**src/rtl/fft_sequencer.sv**
```systemverilog
// fft_sequencer: issues stage/pair_id butterfly reads for the in-place radix-2 FFT and tags matching write-backs.
// Latency: first rd_en the cycle after start is taken; wr_en trails its rd_en by BF_LATENCY unstalled cycles.
// Backpressure: stall in ISSUE/DRAIN freezes state, counters and write delay line and masks rd_en/wr_en.
module fft_sequencer #(
   parameter int N          = 32,
   parameter int BF_LATENCY = 3
) (
   input  logic                    clk,
   input  logic                    rst_n,
   input  logic                    start,
   input  logic                    stall,
   output logic [$clog2(N)-1:0]    stage,
   output logic [$clog2(N/2)-1:0]  pair_id,
   output logic                    rd_en,
   output logic                    wr_en,
   output logic [$clog2(N)-1:0]    wr_stage,
   output logic [$clog2(N/2)-1:0]  wr_pair_id,
   output logic                    busy,
   output logic                    done
);
   localparam int LOG2N = $clog2(N);
   localparam int SW    = $clog2(N);
   localparam int PW    = $clog2(N/2);
   localparam int CW    = $clog2(BF_LATENCY + 1);

   typedef enum logic [1:0] {S_IDLE, S_ISSUE, S_DRAIN, S_DONE} state_t;

   state_t        state, state_nxt;
   logic [SW-1:0] stage_nxt;
   logic [PW-1:0] pair_nxt;
   logic [CW-1:0] cnt, cnt_nxt;
   logic          freeze;

   // Write-back delay line: slot 0 takes the current issue, last slot is the head.
   logic [BF_LATENCY-1:0] dl_vld;
   logic [SW-1:0]         dl_stage [BF_LATENCY];
   logic [PW-1:0]         dl_pair  [BF_LATENCY];

   assign busy   = (state == S_ISSUE) || (state == S_DRAIN);
   assign done   = (state == S_DONE);
   assign freeze = stall && busy;

   // State, stage/pair counters and drain counter register.
   always_ff @(posedge clk or negedge rst_n) begin
      if (!rst_n) begin
         state   <= S_IDLE;
         stage   <= '0;
         pair_id <= '0;
         cnt     <= '0;
      end else begin
         state   <= state_nxt;
         stage   <= stage_nxt;
         pair_id <= pair_nxt;
         cnt     <= cnt_nxt;
      end
   end

   // Next-state and read strobe; stage is checked against the last stage so it never wraps.
   always_comb begin
      state_nxt = state;
      stage_nxt = stage;
      pair_nxt  = pair_id;
      cnt_nxt   = cnt;
      rd_en     = 1'b0;
      case (state)
         S_IDLE: begin
            if (start) begin
               state_nxt = S_ISSUE;
               stage_nxt = '0;
               pair_nxt  = '0;
            end
         end
         S_ISSUE: begin
            if (!stall) begin
               rd_en    = 1'b1;
               pair_nxt = pair_id + PW'(1);
               if (pair_id == PW'(N/2 - 1)) begin
                  state_nxt = S_DRAIN;
                  cnt_nxt   = CW'(BF_LATENCY);
               end
            end
         end
         S_DRAIN: begin
            if (!stall) begin
               cnt_nxt = cnt - CW'(1);
               if (cnt == CW'(1)) begin
                  if (stage == SW'(LOG2N - 1)) begin
                     state_nxt = S_DONE;
                  end else begin
                     state_nxt = S_ISSUE;
                     stage_nxt = stage + SW'(1);
                     pair_nxt  = '0;
                  end
               end
            end
         end
         S_DONE:  state_nxt = S_IDLE;
         default: state_nxt = S_IDLE;
      endcase
   end

   // Delay line shifts only on unstalled cycles so tags stay aligned with their reads.
   always_ff @(posedge clk or negedge rst_n) begin
      if (!rst_n) begin
         dl_vld <= '0;
         for (int i = 0; i < BF_LATENCY; i++) begin
            dl_stage[i] <= '0;
            dl_pair[i]  <= '0;
         end
      end else if (!freeze) begin
         dl_vld[0]   <= rd_en;
         dl_stage[0] <= stage;
         dl_pair[0]  <= pair_id;
         for (int i = 1; i < BF_LATENCY; i++) begin
            dl_vld[i]   <= dl_vld[i-1];
            dl_stage[i] <= dl_stage[i-1];
            dl_pair[i]  <= dl_pair[i-1];
         end
      end
   end

   assign wr_en      = dl_vld[BF_LATENCY-1] && !freeze;
   assign wr_stage   = dl_stage[BF_LATENCY-1];
   assign wr_pair_id = dl_pair[BF_LATENCY-1];

endmodule

```
**config.mk**
```make
export PLATFORM = sky130hd
export DESIGN_NAME = fft_sequencer
export DESIGN_NICKNAME = d
export VERILOG_FILES = /design/src/rtl/fft_sequencer.sv
export SDC_FILE = /design/constraint.sdc
export NUM_CORES = 1
export LEC_CHECK = 0
export ABC_AREA = 0
export CORE_MARGIN = 1.5
export CORE_UTILIZATION = 57
export CTS_BUF_LIST = sky130_fd_sc_hd__clkbuf_4 sky130_fd_sc_hd__clkbuf_8
export CTS_CLUSTER_SIZE = 28
export DETAILED_ROUTE_END_ITERATION = 16
export HOLD_SLACK_MARGIN = 0.08
export PLACE_DENSITY = 0.91
export RECOVER_POWER = 25
export SYNTH_ARGS = -nofsm -noshare
export SYNTH_HDL_FRONTEND = slang
export SYNTH_SLANG_ARGS = --single-unit
```
**constraint.sdc**
```tcl
create_clock -name clk -period 2.63 [get_ports clk]
set_clock_uncertainty 0.2 [all_clocks]
set_input_delay 0.263 -clock clk [delete_from_list [all_inputs] [get_ports clk]]
set_output_delay 0.263 -clock clk [all_outputs]
set_load 0.01 [all_outputs]
```
==> impl_metrics.json, run 1 <==
{
  "vias": 1274,
  "die_area_mm2": 0.00398,
  "drive_gt1_share_pct": 26.9,
  "drtPass1Iterations": 4,
  "ys.warnings.count": 0,
  "cts-root-buf": "clkbuf_4",
  "tns_ns": 0,
  "synth.ff_latch_count": 43,
  "syn_area_per_cell_um2": 12.8,
  "cts_tree": "done",
  "clk_pin_slew_ns": 0.12,
  "clockPowerShare_pct": 20.3,
  "grt_pass1_vias": 1258,
  "cellLeakagePower_nw": 1.11,
  "worst-slew-pin-transition_ns": 1.02,
  "synth_top_area_share_pct": 52.3,
  "hold_viol_final": 0,
  "die_w_um": 63.1,
  "postSynth.asyncResetShare_pct": 100,
  "crit_type": "reg -> out",
  "syn_inst": 161,
  "hold_path.class": "reg -> reg",
  "ioPinCount": 26,
  "start_util_pct": 60.7,
  "grt_max_degree": 44,
  "slew_headroom_pct": 32.3,
  "syn_to_final_growth_pct": 16.4,
  "drc_errors": 0,
  "stdcell_count": 228,
  "ys_seq_area_share_pct": 52.3,
  "internal_power_w": 0.00167,
  "antenna_found_initial": 0,
  "dp_worst_setup_slack_ns": 0.432,
  "p_sw_w": 0.000816,
  "crit_path_max_fanout": 11,
  "cp-start-kind": "flip-flop",
  "clk_latency_ns": 0.35,
  "grtUsageTotal_pct": 20.4,
  "place_congestion": 0.936,
  "htreeDepth": 2,
  "switching_share_pct": 32.8,
  "synthTopCellsByCount": "dfrtp_1, mux2_2, buf_4, ha_1, inv_1",
  "cts_buffer_depth": 2,
  "post-route-min-period_ns": 2.50,
  "comb_power_share_pct": 41.6,
  "yosysMostFrequentCell": "dfrtp_1",
  "drv_cap": 0,
  "drt-vias-per-instance": 5.59,
  "critical_path_required_ns": 2.17,
  "p_seq_share_pct": 38.0,
  "fin_crit_sh_pct": 95.0,
  "overflow": 0,
  "holdPathStages": 1,
  "setup_slack_ns": 0.131,
  "portBuffers": 25,
  "fill_cells": 230,
  "syn_nets": 174,
  "wl_um": 3470,
  "coreArea_mm2": 0.00339,
  "grt_first_pass_wirelength_um": 6320,
  "synth_area_mm2": 0.00206,
  "synth_top_area_cell": "dfrtp_1",
  "rsz0062_at_grt": "false",
  "synth_cell_types": 33,
  "routedWlPerCell_um": 15.2,
  "diodes": 0,
  "setup_viol": 0,
  "drt_iter0_markers": 63,
  "reg2reg_depth": 6,
  "row_count": 21,
  "cp-end-kind": "output pin",
  "synthTopCellsByArea": "dfrtp_1, mux2_2, ha_1",
  "cp.arrival_ns": 2.04,
  "fmax_mhz": 400,
  "die_h_um": 63.1,
  "status": "completed",
  "maxSlewViolCount": 0,
  "dpl.cell_count": 219,
  "vdd_drop_max_mv": 0.590,
  "ys.flop_type": "dfrtp_1",
  "hpwl_um": 2540,
  "power_density_mw_per_mm2": 1040,
  "synth-edff-count": 0,
  "clock_sinks": 43,
  "cts_setup_buffers": 0,
  "drtAntennaViolNets": 0,
  "finish.utilization_pct": 70.6,
  "fin_nets": 194,
  "numCtsBuffers": 5
}
-- cells in the final DEF (no fill, tap or decap), types with 2 or more instances in the layout --
cell             count
nor2_1               4
mux2_2              30
o21ai_0              4
nor2b_1              3
nand4_1              2
o2bb2ai_1            3
nand2b_1             3
and2_1               2
ha_1                 8
mux2i_1              3
clkbuf_4             5
nand3_1              5
a21oi_1              4
clkdlybuf4s50_1     24
inv_1                7
a22o_1               3
a31o_2               2
dfrtp_1             43
bufinv_16            2
nand2_1              5
a211oi_1             2
o41ai_1              2
-- power groups by stage --
| stage | Combinational [W] | Clock [W] | Sequential [W] |
|---|---|---|---|
| floorplan | 0.000749 | 0 | 0.000939 |
| global placement | 0.000973 | 0 | 0.000944 |
| detailed placement | 0.00103 | 0 | 0.000964 |
| CTS | 0.00104 | 0.000514 | 0.000949 |
| global route | 0.00115 | 0.000545 | 0.000975 |
| finish | 0.00104 | 0.000507 | 0.000947 |
-- flip-flops by register name, indices dropped and copies added (netlist names) --
register,flops
pair_id,4
wr_stage,5
dl_vld,3
state,2
wr_pair_id,4
dl_pair,8
stage,5
dl_stage,10
cnt,2
-- critical path, cell delays in order (launching register included) --
cell and delay [ns]:
dfrtp_1 0.43, inv_1 0.13, ha_2 0.31, nor2b_1 0.24, clkdlybuf4s50_1 0.57
-- metrics by stage --
stage | total power [W] | area (um2) | hold slack [ns]
5_1_grt | 0.00267 | 2390 | 0.332
4_1_cts | 0.00250 | 2390 | 0.316
3_5_place_dp | 0.00199 | 2280 | 0.241
3_3_place_gp | 0.00192 | 2280 | 0.225
6_report | 0.00249 | 2390 | 0.311
2_1_floorplan | 0.00169 | 2060 | -0.233
-- repair_timing --
item,CTS,global route
hold buffers,1,0
endpoints found under the setup margin,0,1
hold endpoints to repair,43,0
resized for setup,0,1
-- cells by family (layout without fill, tap and decap cells) --
| kind of cell | count (synthesis) | after routing | synth area share, % |
|---|---|---|---|
| DFF | 43 | 43 | 52.3 |
| AOI/OAI and AO/OA | 23 | 23 | 8.09 |
| adders and majority gates | 9 | 9 | 5.47 |
| buffers and inverters | 21 | 42 | 5.72 |
| muxes | 34 | 34 | 18.6 |
| and+or+nand+nor | 31 | 31 | 9.79 |
-- cell type report --
cell class / count / area, um2 / area share [%]
Clock buffer: 5 / 37.5 / 1.57
Clock inverter: 3 / 67.6 / 2.82
Inverter: 7 / 26.3 / 1.10
Multi-Input combinational cell: 97 / 866 / 36.2
Sequential cell: 43 / 1080 / 45.0
Tap cell: 46 / 57.6 / 2.40
Timing Repair Buffer: 27 / 263 / 11.0
-- routing by layer --
layer / global-route usage, % / vias to the layer above / routed length (um)
met5: 0 / - / 0
met4: 6.39 / 0 / 59
met2: 34.3 / 37 / 1780
li1: - / 607 / -
met1: 26.6 / 623 / 1480
met3: 4.46 / 7 / 153
-- path summary, 6_finish.rpt --
kind	from	to	slack, ns
setup / recovery	state[1]	rd_en	0.13
hold / removal	dl_pair[6]	wr_pair_id[2]	0.31
setup reg to reg	state[0]	pair_id[0]	0.41
hold reg to reg	dl_pair[6]	wr_pair_id[2]	0.31
max in group asynchronous	rst_n	dl_pair[11]	1.21
min in group asynchronous	rst_n	pair_id[2]	0.41
No activity file was read; power rests on OpenSTA's default activity.
==> inputs of run 2 (changes only) <==
--- a/config.mk
+++ b/config.mk
@@ -6,7 +6,7 @@
 export NUM_CORES = 1
 export LEC_CHECK = 0
 export ABC_AREA = 0
-export CORE_MARGIN = 1.5
+export CORE_MARGIN = 5
 export CORE_UTILIZATION = 57
 export CTS_BUF_LIST = sky130_fd_sc_hd__clkbuf_4 sky130_fd_sc_hd__clkbuf_8
 export CTS_CLUSTER_SIZE = 28
@@ -14,6 +14,7 @@
 export HOLD_SLACK_MARGIN = 0.08
 export PLACE_DENSITY = 0.91
 export RECOVER_POWER = 25
+export SLEW_MARGIN = 20
 export SYNTH_ARGS = -nofsm -noshare
 export SYNTH_HDL_FRONTEND = slang
 export SYNTH_SLANG_ARGS = --single-unit
==> run 2 against run 1 <==
- register-to-register slack got worse by 0.02 ns
- largest cell class unchanged
- cell area stayed put
- sequential cell count stayed put
- clock power increased by 0.8%
- global-route usage down 3.8 points
- highest routed layer unchanged
- clock-buffer cell count increased by 1
- critical path type unchanged
- cell count unchanged
==> impl_metrics.json, run 2 (synthesized netlist as in run 1, its figures left out) <==
{
  "hold_path.class": "reg -> reg",
  "largest-register": "dl_stage",
  "met2_usage_pct": 27.2,
  "coreArea_mm2": 0.00342,
  "use_met1_pct": 19.9,
  "grtUsageTotal_pct": 16.7,
  "top_regs": "dl_stage x10, dl_pair x8",
  "routedWlPerCell_um": 16.0,
  "cp-end-kind": "output pin",
  "die_h_um": 70.1,
  "drc_errors": 0,
  "cts_setup_buffers": 0,
  "use_met3_pct": 4.59,
  "row_count": 21,
  "cp-start-kind": "flip-flop",
  "fin_nets": 194,
  "die_w_um": 70.1,
  "cts_buffer_depth": 2,
  "clockPowerShare_pct": 20.3,
  "gr-max-usage-layer": "met2",
  "ioPinCount": 26,
  "p_sw_w": 0.000833,
  "numCtsBuffers": 5,
  "vdd_drop_max_mv": 0.560,
  "crit_slowest_cell": "clkdlybuf4s50_1",
  "holdPathStages": 1,
  "hold_viol_final": 0,
  "final_common_cell": "dfrtp_1",
  "drtPass1Iterations": 4,
  "comb_power_share_pct": 42.0,
  "drv_cap": 0,
  "antenna_found_initial": 0,
  "fill_cells": 226,
  "wl_um": 3650,
  "cp.arrival_ns": 2.04,
  "start_util_pct": 60.2,
  "total_power_w": 0.00252,
  "drive_gt1_share_pct": 26.9,
  "hpwl_um": 2640,
  "setup_viol": 0,
  "clk_pin_slew_ns": 0.12,
  "crit_path_max_fanout": 11,
  "syn_to_final_growth_pct": 16.4,
  "reg2reg_depth": 6,
  "htreeDepth": 2,
  "fin_crit_sh_pct": 95.2,
  "rsz0062_at_grt": "true",
  "critical_path_required_ns": 2.17,
  "crit_type": "reg -> out",
  "p_seq_share_pct": 37.7,
  "die_area_mm2": 0.00491,
  "hp-start": "dl_stage[8]",
  "cts-root-buf": "clkbuf_4",
  "worst-slew-pin-transition_ns": 1.00,
  "regToRegSetupSlack_ns": 0.39,
  "final_cell_mix": "dfrtp_1, mux2_2, clkdlybuf4s50_1",
  "clk_latency_ns": 0.34,
  "finish.utilization_pct": 70.1,
  "clock_sinks": 43,
  "maxSlewViolCount": 0,
  "portBuffers": 25,
  "diodes": 0,
  "path_cells": "inv_1, ha_2, nor2b_1, clkdlybuf4s50_1",
  "vias": 1333,
  "drt-vias-per-instance": 5.85,
  "r2r-start": "state[0]",
  "reg2reg_to": "pair_id[0]",
  "slew_headroom_pct": 33.2,
  "grt_max_degree": 44,
  "cellLeakagePower_nw": 1.11,
  "drtAntennaViolNets": 0,
  "overflow": 0,
  "switching_share_pct": 33.1,
  "grt_first_pass_wirelength_um": 6440,
  "hold-path-endpoint": "wr_stage[3]",
  "largest_reg_flops": 10,
  "fmax_mhz": 400,
  "power_density_mw_per_mm2": 1050,
  "status": "completed",
  "grt_pass1_vias": 1387,
  "cts_tree": "done",
  "place_congestion": 0.925,
  "internal_power_w": 0.00169,
  "post-route-min-period_ns": 2.50,
  "drt_iter0_markers": 85,
  "max_stage_delay_ns": 0.57
}
-- run 2: worst max path at each step --
stage | start | to | slack (ns) | cells after the start
5_1_grt | state[1] | rd_en | -0.003 | 4
4_1_cts | state[1] | rd_en | 0.03 | 4
3_5_place_dp | state[0] | pair_id[0] | 0.44 | 6
2_1_floorplan | state[0] | pair_id[0] | 0.65 | 6
3_3_place_gp | state[1] | rd_en | 0.52 | 4
6_report | state[1] | rd_en | 0.13 | 4
-- run 2: routing by layer --
layer	part of all wire, %	vias up
met5	0	-
met4	3.8	0
li1	-	611
met2	50	49
met1	42	660
met3	4.7	13
-- run 2: area by class of cell --
cell class / instances / area, um2 / area share, %
inverter: 7 / 26.3 / 1.10
clock inverter: 2 / 60.1 / 2.51
sequential: 43 / 1080 / 45.0
clock buffer: 6 / 45.0 / 1.88
timing repair buffer: 27 / 263 / 11.0
multi-input combinational: 97 / 866 / 36.2
tap: 46 / 57.6 / 2.40
-- run 2: timing repair --
item | CTS | global route
hold buffers | 1 | 0
hold endpoints to repair | 43 | 0
resized for setup | 0 | 1
endpoints found under the setup margin | 0 | 1
-- run 2: power groups by stage --
stage / Sequential, W / Combinational, W / Clock, W
after floorplan: 0.000939 / 0.000749 / 0
final: 0.000951 / 0.00106 / 0.000511
after CTS: 0.000950 / 0.00105 / 0.000519
after global routing: 0.000975 / 0.00115 / 0.000555
after global placement: 0.000942 / 0.000973 / 0
after detailed placement: 0.000965 / 0.00104 / 0
-- run 2: stage by stage --
| step | hold slack, ns | cell area (um2) | cells | setup TNS (ns) | setup WS [ns] |
|---|---|---|---|---|---|
| floorplan | -0.233 | 2060 | 161 | 0 | 0.649 |
| global placement | 0.226 | 2280 | 219 | 0 | 0.517 |
| detailed placement | 0.249 | 2280 | 219 | 0 | 0.441 |
| CTS | 0.318 | 2390 | 228 | 0 | 0.0306 |
| global route | 0.334 | 2390 | 228 | -0.00343 | -0.00343 |
| finish | 0.315 | 2390 | 228 | 0 | 0.127 |
-- run 2: critical path, delay by kind of cell, from the launching register on --
| kind | cells | cell delay (ns) |
|---|---|---|
| flops | 1 | 0.44 |
| buf+inv | 2 | 0.72 |
| fa+ha+maj | 1 | 0.31 |
| simple gates | 1 | 0.23 |
==> inputs of run 3 (changes only) <==
--- a/config.mk
+++ b/config.mk
@@ -9,6 +9,7 @@
 export CORE_MARGIN = 5
 export CORE_UTILIZATION = 57
 export CTS_BUF_LIST = sky130_fd_sc_hd__clkbuf_4 sky130_fd_sc_hd__clkbuf_8
+export CTS_CLUSTER_DIAMETER = 60
 export CTS_CLUSTER_SIZE = 28
 export DETAILED_ROUTE_END_ITERATION = 16
 export HOLD_SLACK_MARGIN = 0.08
==> results of run 3 <==
No change in the layout: final DEF, timing and power equal those of run 2.
